File: src/rtl/fetch_pkg.sv
// rtl/fetch_pkg.sv - shared types, constants and range check for the instruction fetch sequencer
package fetch_pkg;

    typedef enum logic [1:0] {
        RUN   = 2'd0,
        HALT  = 2'd1,
        FAULT = 2'd2
    } fetch_state_t;

    localparam logic [31:0] NOP_INSTR  = 32'h8b1f03ff;
    localparam logic [31:0] HALT_INSTR = 32'hb400001f;
    localparam int          IMEM_WORDS = 128;

    // Word aligned and inside the imem window of 2**aw words.
    function automatic logic in_range(input logic [63:0] pc, input int aw);
        return (pc[1:0] == 2'b00) && ((pc >> (aw + 2)) == 64'd0);
    endfunction

endpackage

File: src/rtl/pc_range_chk.sv
// rtl/pc_range_chk.sv - combinational alignment and imem-window check for a byte PC
module pc_range_chk
    import fetch_pkg::*;
#(
    parameter int PCW = 64,
    parameter int AW  = 7
) (
    input  logic [PCW-1:0] addr,
    output logic           ok
);

    assign ok = in_range(64'(addr), AW);

endmodule

File: src/rtl/fetch_sequencer.sv
// rtl/fetch_sequencer.sv - LEGv8 fetch controller: owns the PC, drives imem, fills IF/ID
// Handles stall, branch redirect, halt on CBZ XZR,#0 and sticky PC range faults.
module fetch_sequencer
    import fetch_pkg::*;
#(
    parameter int N   = 32,
    parameter int AW  = 7,
    parameter int PCW = 64
) (
    input  logic           clk,
    input  logic           reset,
    output logic [AW-1:0]  imem_addr,
    input  logic [N-1:0]   imem_q,
    input  logic           stall,
    input  logic           branch_taken,
    input  logic [PCW-1:0] branch_target,
    output logic [PCW-1:0] if_pc,
    output logic [N-1:0]   if_instr,
    output logic           if_valid,
    output logic           halted,
    output logic           fault,
    output logic [31:0]    fetch_count
);

    fetch_state_t   state, state_n;
    logic [PCW-1:0] pc, pc_n, pc_next4, if_pc_n;
    logic [N-1:0]   if_instr_n;
    logic           if_valid_n, halted_n, fault_n;
    logic [31:0]    count_n;
    logic           target_ok, next4_ok;

    assign pc_next4  = pc + PCW'(4);
    assign imem_addr = pc[AW+1:2];

    pc_range_chk #(.PCW(PCW), .AW(AW)) u_target_chk (
        .addr (branch_target),
        .ok   (target_ok)
    );

    pc_range_chk #(.PCW(PCW), .AW(AW)) u_next4_chk (
        .addr (pc_next4),
        .ok   (next4_ok)
    );

    always_comb begin
        state_n    = state;
        pc_n       = pc;
        if_pc_n    = if_pc;
        if_instr_n = if_instr;
        if_valid_n = if_valid;
        halted_n   = halted;
        fault_n    = fault;
        count_n    = fetch_count;

        if (state == FAULT) begin
            if_valid_n = 1'b0;
            if_instr_n = N'(NOP_INSTR);
        end else if (branch_taken) begin
            // A redirect squashes whatever is in IF/ID but leaves if_pc alone.
            if_valid_n = 1'b0;
            if_instr_n = N'(NOP_INSTR);
            if (target_ok) begin
                pc_n     = branch_target;
                state_n  = RUN;
                halted_n = 1'b0;
            end else begin
                state_n = FAULT;
                fault_n = 1'b1;
            end
        end else if (stall) begin
            state_n = state;
        end else if (state == RUN) begin
            if_instr_n = imem_q;
            if_pc_n    = pc;
            if_valid_n = 1'b1;
            count_n    = fetch_count + 32'd1;
            pc_n       = pc_next4;
            if (imem_q == N'(HALT_INSTR)) begin
                state_n  = HALT;
                halted_n = 1'b1;
            end else if (!next4_ok) begin
                state_n = FAULT;
                fault_n = 1'b1;
            end
        end else begin
            if_valid_n = 1'b0;
            if_instr_n = N'(NOP_INSTR);
        end
    end

    always_ff @(posedge clk or negedge reset) begin
        if (!reset) begin
            state       <= RUN;
            pc          <= '0;
            if_pc       <= '0;
            if_instr    <= N'(NOP_INSTR);
            if_valid    <= 1'b0;
            halted      <= 1'b0;
            fault       <= 1'b0;
            fetch_count <= '0;
        end else begin
            state       <= state_n;
            pc          <= pc_n;
            if_pc       <= if_pc_n;
            if_instr    <= if_instr_n;
            if_valid    <= if_valid_n;
            halted      <= halted_n;
            fault       <= fault_n;
            fetch_count <= count_n;
        end
    end

endmodule
File: config.mk
export PLATFORM = sky130hd
export DESIGN_NAME = fetch_sequencer
export DESIGN_NICKNAME = d
export VERILOG_FILES = /design/src/rtl/fetch_pkg.sv /design/src/rtl/pc_range_chk.sv /design/src/rtl/fetch_sequencer.sv
export SDC_FILE = /design/constraint.sdc
export NUM_CORES = 1
export LEC_CHECK = 0
export ABC_AREA = 1
export BUFFER_PORTS_ARGS = -buffer_cell sky130_fd_sc_hd__buf_2
export CAP_MARGIN = 20
export CORE_UTILIZATION = 49
export CTS_CLUSTER_SIZE = 28
export DETAILED_ROUTE_END_ITERATION = 7
export PLACE_DENSITY = 0.74
export SLEW_MARGIN = 20
export SYNTH_ARGS = -nofsm -noshare
export SYNTH_HDL_FRONTEND = slang
export SYNTH_SLANG_ARGS = --single-unit
File: constraint.sdc
create_clock -name clk -period 2.2 [get_ports clk]
set_input_delay 0.33 -clock clk [delete_from_list [all_inputs] [get_ports clk]]
set_output_delay 0.33 -clock clk [all_outputs]
set_load 0.03 [all_outputs]
==> flow_summary.json, run 1 <==
{
  "r2r-end": "state[1]",
  "leakage_nw": 7.25,
  "cts.sinks": 197,
  "syn2layout_area_growth_pct": 37.7,
  "p_int_w": 0.00960,
  "cts_tree": "done",
  "drive_gt1_share_pct": 33.8,
  "max_slew_margin_pct": 55.5,
  "ir_drop_uv": 721,
  "r2r_setup_slack_ps": -310,
  "cts_root_buf": "clkbuf_16",
  "path_class": "flop to flop",
  "worstPathMaxFanout": 5,
  "cp-end-kind": "flop",
  "dr.first_iter.drc_count": 708,
  "async_flop_share_pct": 100,
  "ys_ff_latch": 197,
  "slew_violations": 0,
  "dieArea_um2": 21800,
  "routed-via-count": 10831,
  "cp-startpoint": "pc[3]",
  "start_util_pct": 50.7,
  "crit_path_end": "state[1]",
  "rsz0062_at_grt": "yes",
  "antenna_found_initial": 1,
  "min_from": "imem_q[9]",
  "cts_buffers": 17,
  "ys_warn_count": 0,
  "setup_viol": 2,
  "die-width_um": 148,
  "worst_pin_slew_ps": 668,
  "clockBufferDepth": 2,
  "status": "complete, but fails checks",
  "crit_arrival_ps": 2840,
  "rows": 52,
  "gp_congestion": 0.981,
  "finalSetupTns_ps": -608,
  "syn_nets": 1457,
  "setup_ws_ps": -307,
  "ys_types": 41,
  "pwr-share-clk_pct": 18.9,
  "n_antenna_cell": 0,
  "start_kind": "flop",
  "power_frac_seq_pct": 33.3,
  "track_usage_pct": 33.2,
  "clock_latency_ps": 450,
  "port_buffers": 237,
  "wl_per_cell_um": 17.3,
  "die_y_um": 148,
  "rr_startpoint": "pc[3]",
  "synth_top_flop_cell": "dfrtp_1",
  "ys_seq_area_share_pct": 47.7,
  "maxCapViolCount": 0,
  "violations": "negative setup slack",
  "drt-total-wl_mm": 35.5,
  "dp.cells": 1996,
  "avgSynthCellArea_um2": 7.67,
  "hpwl_mm": 26.7,
  "syn_area_um2": 10400,
  "stdcell_count": 2059,
  "fmax_mhz": 399,
  "grt_pass1_wl_mm": 55.9,
  "vias_per_cell": 5.26,
  "grt_max_degree": 151,
  "ant_nets": 0,
  "netlist_instances": 1355,
  "hold_path.class": "input port to flop",
  "period_share_pct": 114,
  "synth_edf_count": 0,
  "reg2reg_depth": 17,
  "hold_viol": 0,
  "grt-ovfl-total": 0,
  "grt_pass1_vias": 10526,
  "pwr-share-comb_pct": 47.8,
  "drc": 0,
  "nets": 1878,
  "min_period_ps": 2510,
  "clk_pin_slew_ps": 80,
  "worstPathRequired_ps": 2530,
  "pin_count": 238,
  "core_area_um2": 20500,
  "dr.pass1.iters": 5,
  "p_sw_share_pct": 45.6,
  "powerDensity_nw_per_um2": 1230,
  "skew_ps": 12.8,
  "p_sw_w": 0.00805,
  "htree_levels": 4
}
[through the flow]
| step | utilization (%) | setup slack (ps) | total power [W] | cell area [um2] | hold WS (ps) |
|---|---|---|---|---|---|
| after detailed placement | 64.3 | -445 | 0.0139 | 13200 | 250 |
| after global placement | 64.3 | -492 | 0.0138 | 13200 | 249 |
| after CTS | 68.1 | -331 | 0.0173 | 14000 | 107 |
| after floorplan | - | 154 | 0.0103 | 10400 | 34.4 |
| after global routing | 69.8 | -444 | 0.0187 | 14300 | 114 |
| final | 69.8 | -307 | 0.0176 | 14300 | 115 |
[Yosys cell counts (2+ instances only)]
master    instances  share of area (%)
a31oi_1          11               0.66
o22ai_1           2               0.12
dfrtp_1         178                 43
o22a_1           14                1.2
nand2_4           3               0.33
buf_1             3               0.11
nand3b_1          2               0.14
nand3_2           2               0.19
ha_1              2               0.24
nor2_1          175                6.3
nand2_1         392                 14
dfstp_2          19                4.8
nand4_1          30                1.8
clkbuf_1         34                1.2
a22o_1            6               0.51
buf_4             7               0.51
nand2_2          14               0.84
nor3_2            2               0.19
buf_2             5               0.24
inv_1           107                3.9
inv_2             2              0.072
nor2_2           14               0.84
nand3_4           2               0.34
o211ai_1          5               0.36
xnor2_1          13                1.1
nor3_1            8               0.39
a32o_1            2               0.19
nor4_1           20                1.2
nand3_1          63                3.0
a21oi_1          10               0.48
nor2_4           13                1.4
o21ai_1          11               0.53
o21ai_0         161                7.8
xor2_1           16                1.3
[per-layer routing]
metal  vias to the layer above  wire length, um  track usage [%]
met5                         -               13                0
met4                         2             1180             11.3
met3                        73             2110             5.77
met2                       412            17200             56.3
met1                      5080            15100             43.0
li1                       5264                -                -
[area by class of cell]
class                      count  area [um2]
clock buffer                  19         464
timing repair buffer         452        2910
inverter                     110         419
fill                        1727        6190
sequential                   197        4950
clock inverter                13         176
tap                          270         338
multi-input combinational    998        5040
[what timing repair did]
item / 4_1_cts / 5_1_grt
endpoints found under the setup margin: 4 / 11
pin swaps: 11 / 36
hold buffers: 1 / 0
gates resized for setup: 24 / 50
buffers inserted: 9 / 23
endpoints found under the hold margin: 26 / 0
[power groups by stage]
stage	sequential, W	clock (W)	combinational, W
3_5_place_dp	0.00588	0	0.00797
6_report	0.00587	0.00333	0.00844
3_3_place_gp	0.00587	0	0.00789
2_1_floorplan	0.00705	0	0.00325
4_1_cts	0.00584	0.00337	0.00815
5_1_grt	0.00603	0.00349	0.00918
[worst min path at each step]
stage                   to  cells past startpoint
3_5_place_dp     if_pc[34]                      1
5_1_grt        if_instr[7]                      3
6_report       if_instr[9]                      3
2_1_floorplan        fault                      0
4_1_cts        if_instr[7]                      3
3_3_place_gp     if_pc[34]                      1
[flip-flops by register name, summed over array words and instances (netlist names)]
| signal | flops |
|---|---|
| fault | 1 |
| fetch_count | 32 |
| halted | 1 |
| if_instr | 32 |
| if_pc | 64 |
| if_valid | 1 |
| pc | 64 |
| state | 2 |
[logic make-up after synthesis]
group                    count (synthesis)  share of synthesized area (%)
AO/OA/AOI/OAI                          222                           11.8
XOR/XNOR                                29                           2.44
adder cells (fa/ha/maj)                  2                          0.241
buffers and inverters                  160                           6.17
flip-flops                             197                           47.7
AND/OR/NAND/NOR                        745                           31.7
[placed cells by master, fill, tap and decap left out, types with 3 or more instances in the layout]
| cell type | instances |
|---|---|
| a21oi_1 | 9 |
| a22o_1 | 6 |
| a31oi_1 | 11 |
| buf_12 | 7 |
| buf_2 | 236 |
| buf_4 | 203 |
| buf_6 | 4 |
| clkbuf_16 | 18 |
| clkinv_8 | 6 |
| dfrtp_1 | 178 |
| dfstp_2 | 19 |
| inv_1 | 106 |
| nand2_1 | 374 |
| nand2_2 | 25 |
| nand2_4 | 9 |
| nand3_1 | 61 |
| nand3_2 | 3 |
| nand3_4 | 3 |
| nand4_1 | 30 |
| nor2_1 | 151 |
| nor2_2 | 31 |
| nor2_4 | 20 |
| nor3_1 | 7 |
| nor4_1 | 20 |
| o211ai_1 | 5 |
| o21ai_0 | 159 |
| o21ai_1 | 12 |
| o22a_1 | 14 |
| xnor2_1 | 13 |
| xor2_1 | 15 |
[critical path, cell delays in order, from the launching register on]
cell and delay, ps:
dfrtp_1 430, ha_4 170, nand2_4 60, nor2_4 170, nand2_4 90, nor2_4 270, buf_6 140, nand3_1 80
nand2_1 80, nand2_1 80, nor2_1 110, nand2_1 70, nor2_2 140, nand2_1 80, nor2_2 130, nand3_2 130
nand3_2 100, nand2_1 50
Note: power is estimated with default switching activity, not from simulation.
==> run 2, diff against run 1 <==
CORE_UTILIZATION = 50   (was 49)
CTS_BUF_LIST = sky130_fd_sc_hd__clkbuf_4   (was not set)
PLACE_DENSITY = 0.76   (was 0.74)
==> flow_summary.json, run 2 (synthesis gave the netlist of run 1 again) <==
{
  "status": "complete, but fails checks",
  "violations": "negative setup slack",
  "path_class": "flop to flop",
  "hpwl_mm": 27.0,
  "dieArea_um2": 21400,
  "wl_per_cell_um": 17.5,
  "vias_per_cell": 5.36,
  "setup_viol": 2,
  "power_frac_seq_pct": 35.5,
  "drive_gt1_share_pct": 33.2,
  "cts_root_buf": "clkbuf_4",
  "grt_pass1_wl_mm": 57.3,
  "slew_violations": 0,
  "worstPathRequired_ps": 2730,
  "min_period_ps": 2490,
  "antenna_found_initial": 1,
  "htree_levels": 4,
  "grt_pass1_vias": 10862,
  "hold_path.class": "input port to flop",
  "clk_pin_slew_ps": 200,
  "crit_path_top_delay_cell": "dfrtp_1",
  "final_common_cell": "nand2_1",
  "powerDensity_nw_per_um2": 1150,
  "skew_ps": 41.3,
  "finalSetupTns_ps": -581,
  "layout_common_cells": "372 x nand2_1, 236 x buf_2, 192 x buf_4, 173 x dfrtp_1, 158 x o21ai_0",
  "dr.first_iter.drc_count": 835,
  "cts_buffers": 17,
  "cpPeakStageDelay_ps": 460,
  "reg_top3": "if_pc x64, pc x64",
  "grt_max_degree": 119,
  "syn2layout_area_growth_pct": 38.9,
  "dr.pass1.iters": 5,
  "clock_latency_ps": 650,
  "worst_pin_slew_ps": 1050,
  "grt-ovfl-total": 0,
  "pwr-share-comb_pct": 50.9,
  "track_usage_pct": 34.5,
  "period_share_pct": 113,
  "hold_viol": 0,
  "pin_count": 238,
  "crit_path_cell_trace": "buf_6, nand2_2, nor2_4, buf_4, nand3b_1, buf_4, inv_1, nand3_1, nand2_1, nand2_1, nor3_1, nand3_1, nor2_2, nand3_2, nand3_2, nand2_1",
  "die_y_um": 146,
  "start_util_pct": 51.2,
  "cts.sinks": 197,
  "p_sw_w": 0.00808,
  "post-place-ws_ps": -309,
  "fmax_mhz": 401,
  "cts_tree": "done",
  "rsz0062_at_grt": "yes",
  "cp-end-kind": "flop",
  "start_kind": "flop",
  "pwr-share-clk_pct": 13.7,
  "rows": 52,
  "nets": 1918,
  "p_int_w": 0.00854,
  "ir_drop_uv": 971,
  "setup_ws_ps": -294,
  "gp_congestion": 0.997,
  "port_buffers": 237,
  "core_area_um2": 20300,
  "worstPathMaxFanout": 3,
  "crit_arrival_ps": 3020,
  "p_sw_share_pct": 48.6,
  "ant_nets": 0,
  "clockBufferDepth": 2,
  "maxCapViolCount": 0,
  "drc": 0,
  "max_slew_margin_pct": 29.8,
  "die-width_um": 146,
  "drt-total-wl_mm": 36.7,
  "fillers": 1660,
  "leakage_nw": 7.24,
  "cpMostUsedCell": "nand2_1",
  "routed-via-count": 11260
}
==> run 2: cell types whose count changed in the layout (fill, tap and decap cells not counted), moves of 3 or more <==
cell,before,now
clkbuf_16,18,0
buf_4,203,192
nand2_2,25,31
nand3_2,3,6
dfrtp_1,178,173
buf_6,4,7
dfrtp_2,0,5
clkbuf_4,0,17
nand2_4,9,6
dlygate4sd3_1,1,50
==> run 2: worst paths after layout <==
kind | from | to | slack [ps] | depth (start not counted)
max in group asynchronous | reset | if_instr[8] | 1290 | 3
worst min register to register | fetch_count[31] | fetch_count[31] | 500 | 1
worst min-delay path | stall | fetch_count[3] | 160 | 5
worst max register to register | pc[3] | state[1] | -290 | 16
min in group asynchronous | reset | if_pc[36] | 200 | 2
worst max-delay path | pc[3] | state[1] | -290 | 16
==> run 2: layout make-up <==
cell class	count	area, um2	share of cell area, %
sequential	197	4960	34.4
clock buffer	17	128	0.885
inverter	110	413	2.86
clock inverter	15	229	1.59
antenna	2	5.00	0.0347
timing repair buffer	492	3340	23.1
multi-input combinational	998	5020	34.8
tap	270	338	2.34
==> run 2: metrics by stage <==
stage	std cells	power, W	area [um2]	utilization (%)	hold WS, ps
2_1_floorplan	1355	0.0103	10400	-	34.4
3_3_place_gp	1994	0.0136	13100	64.7	345
3_5_place_dp	1994	0.0137	13100	64.7	348
4_1_cts	2083	0.0162	14100	69.7	142
5_1_grt	2101	0.0176	14400	71.1	167
6_report	2101	0.0166	14400	71.1	162
==> run 2: what timing repair did <==
action | CTS | global route
endpoints found under the hold margin | 98 | 0
hold buffers | 50 | 0
gates resized for setup | 32 | 49
setup buffers | 7 | 17
pin swaps | 18 | 29
setup endpoints to repair | 3 | 33
==> run 2: critical path, delay by kind of cell, from the launching register on <==
kind	cells	cell delay (ps)
DFF	1	460
and+or+nand+nor	12	1380
buffers and inverters	4	580
==> run 2: per-layer routing <==
metal / part of all wire, % / wire length [um] / GRT usage, %
met3: 7.4 / 2710 / 5.84
met1: 41 / 15100 / 44.8
met5: 0 / 0 / 0
met4: 2.9 / 1070 / 12.6
met2: 48 / 17800 / 57.9
==> run 2: power by group through the flow <==
stage | combinational [W] | clock (W) | sequential [W]
floorplan | 0.00325 | 0 | 0.00705
global placement | 0.00780 | 0 | 0.00584
detailed placement | 0.00787 | 0 | 0.00586
CTS | 0.00808 | 0.00230 | 0.00582
global route | 0.00916 | 0.00243 | 0.00603
finish | 0.00845 | 0.00227 | 0.00589
==> run 3, diff against run 2 <==
CELL_PAD_IN_SITES_DETAIL_PLACEMENT = 1   (was not set)
CELL_PAD_IN_SITES_GLOBAL_PLACEMENT = 2   (was not set)
CORE_UTILIZATION = 29   (was 50)
CTS_CLUSTER_SIZE = 30   (was 28)
PLACE_DENSITY = 0.77   (was 0.76)
==> flow_summary.json, run 3 (synthesis gave the netlist of run 1 again) <==
{
  "dr.first_iter.drc_count": 569,
  "dr.pass1.iters": 5,
  "worst_pin_slew_ps": 878,
  "fmax_mhz": 401,
  "max_slew_margin_pct": 41.4,
  "gp_congestion": 0.903,
  "dieArea_um2": 36600,
  "layout_common_cells": "386 x nand2_1, 236 x buf_2, 220 x buf_4, 174 x dfrtp_1, 158 x o21ai_0",
  "cp_num_cells": 16,
  "die_y_um": 191,
  "cts.sinks": 197,
  "reg_top3": "if_pc x64, pc x64",
  "cp-end-kind": "flop",
  "hold_viol": 0,
  "hold_path.class": "input port to async pin",
  "start_util_pct": 29.8,
  "worstPathMaxFanout": 5,
  "crit_path_cell_trace": "buf_6, nand2_4, nor2_4, nand3b_1, nor2_1, buf_4, nand3_2, nand2_1, nand2_2, nor3_2, buf_4, nand3_4, nor2_4, nand3_4, nand3_2, nand2_1",
  "slew_violations": 0,
  "rsz0062_at_grt": "yes",
  "rows": 68,
  "final_common_cell": "nand2_1",
  "core_area_um2": 34900,
  "grt_pass1_vias": 11751,
  "die-width_um": 191,
  "start_kind": "flop",
  "cts_root_buf": "clkbuf_4",
  "grt-ovfl-total": 0,
  "maxCapViolCount": 0,
  "grt_max_degree": 95,
  "holdWs_ps": 136,
  "reg2reg_depth": 16,
  "setup_viol": 4,
  "pin_count": 238,
  "vias_per_cell": 4.85,
  "drive_gt1_share_pct": 33.0,
  "htree_levels": 4,
  "clk_pin_slew_ps": 200,
  "grt_pass1_wl_mm": 66.5,
  "setup_ws_ps": -293,
  "crit_arrival_ps": 3100,
  "cts_buffers": 17,
  "leakage_nw": 7.42,
  "worstPathRequired_ps": 2800,
  "antenna_found_initial": 1,
  "drc": 0,
  "violations": "negative setup slack",
  "skew_ps": 42.9,
  "nets": 1948,
  "ir_drop_uv": 616,
  "crit_path_top_delay_cell": "dfrtp_1",
  "status": "complete, but fails checks",
  "critPathBufInv": 3,
  "wl_per_cell_um": 18.6,
  "clock_latency_ps": 680,
  "path_delay_family": "simple AND/OR/NAND/NOR gates",
  "path_class": "flop to flop",
  "cts_tree": "done",
  "ant_nets": 0,
  "clockBufferDepth": 2,
  "period_share_pct": 113,
  "finalSetupTns_ps": -705,
  "min_period_ps": 2490,
  "drt-total-wl_mm": 43.0,
  "cpPeakStageDelay_ps": 460,
  "powerDensity_nw_per_um2": 1120,
  "syn2layout_area_growth_pct": 42.8,
  "post-place-ws_ps": -518,
  "routed-via-count": 11229,
  "hpwl_mm": 32.5,
  "track_usage_pct": 23.9,
  "port_buffers": 237
}
run 3: cell types whose count changed in the layout (fill, tap and decap cells not counted), moves of 4 or more:
cell	change
nand3_4	+4
nor2_1	+7
nand2_2	-16
nand2_1	+14
buf_12	+5
buf_4	+28
nor2_2	-6
inv_12	-4
inv_6	+4
run 3: worst paths after layout:
kind	start	to	slack, ps
min reg2reg	if_pc[37]	if_pc[37]	500
max in group asynchronous	reset	pc[4]	1370
max	pc[3]	state[1]	-290
max reg2reg	pc[3]	state[1]	-290
min in group clk	stall	fetch_count[2]	230
min	reset	if_pc[45]	140
run 3: final cells by class:
cell class	instances	area, um2
clock buffers	18	135
diodes	1	2.50
multi-input cells	998	5020
fillers	4353	20000
flip-flops and latches	197	4960
clock inverters	14	121
well taps	455	569
inverters	110	415
repair buffers	522	3610
run 3: where the power goes:
part / leakage (nW) / internal (W) / switching (W)
clock network: 0.145 / 0.000496 / 0.00147
registers: 2.36 / 0.00486 / 0.00104
logic: 4.92 / 0.00318 / 0.00554
total: 7.42 / 0.00854 / 0.00806
run 3: repair_timing:
item | 4_1_cts | 5_1_grt
pin swaps | 12 | 30
setup endpoints to repair | 5 | 21
setup buffers | 10 | 14
cloned | 0 | 0
hold endpoints to repair | 228 | 0
gates resized for setup | 13 | 51
hold buffers | 50 | 0
run 3: layer usage:
metal / share of wire [%] / track usage, %
met2: 50 / 41.1
met1: 45 / 31.1
met5: 0 / 0
met4: 1.3 / 5.19
met3: 4.1 / 4.19
run 3: stage by stage:
stage | instances | total power, W | utilization (%) | area [um2]
detailed placement | 2209 | 0.0144 | 39.2 | 13700
CTS | 2300 | 0.0166 | 41.7 | 14500
finish | 2315 | 0.0166 | 42.5 | 14800
floorplan | 1355 | 0.0103 | - | 10400
global route | 2315 | 0.0177 | 42.5 | 14800
global placement | 2209 | 0.0142 | 39.2 | 13700
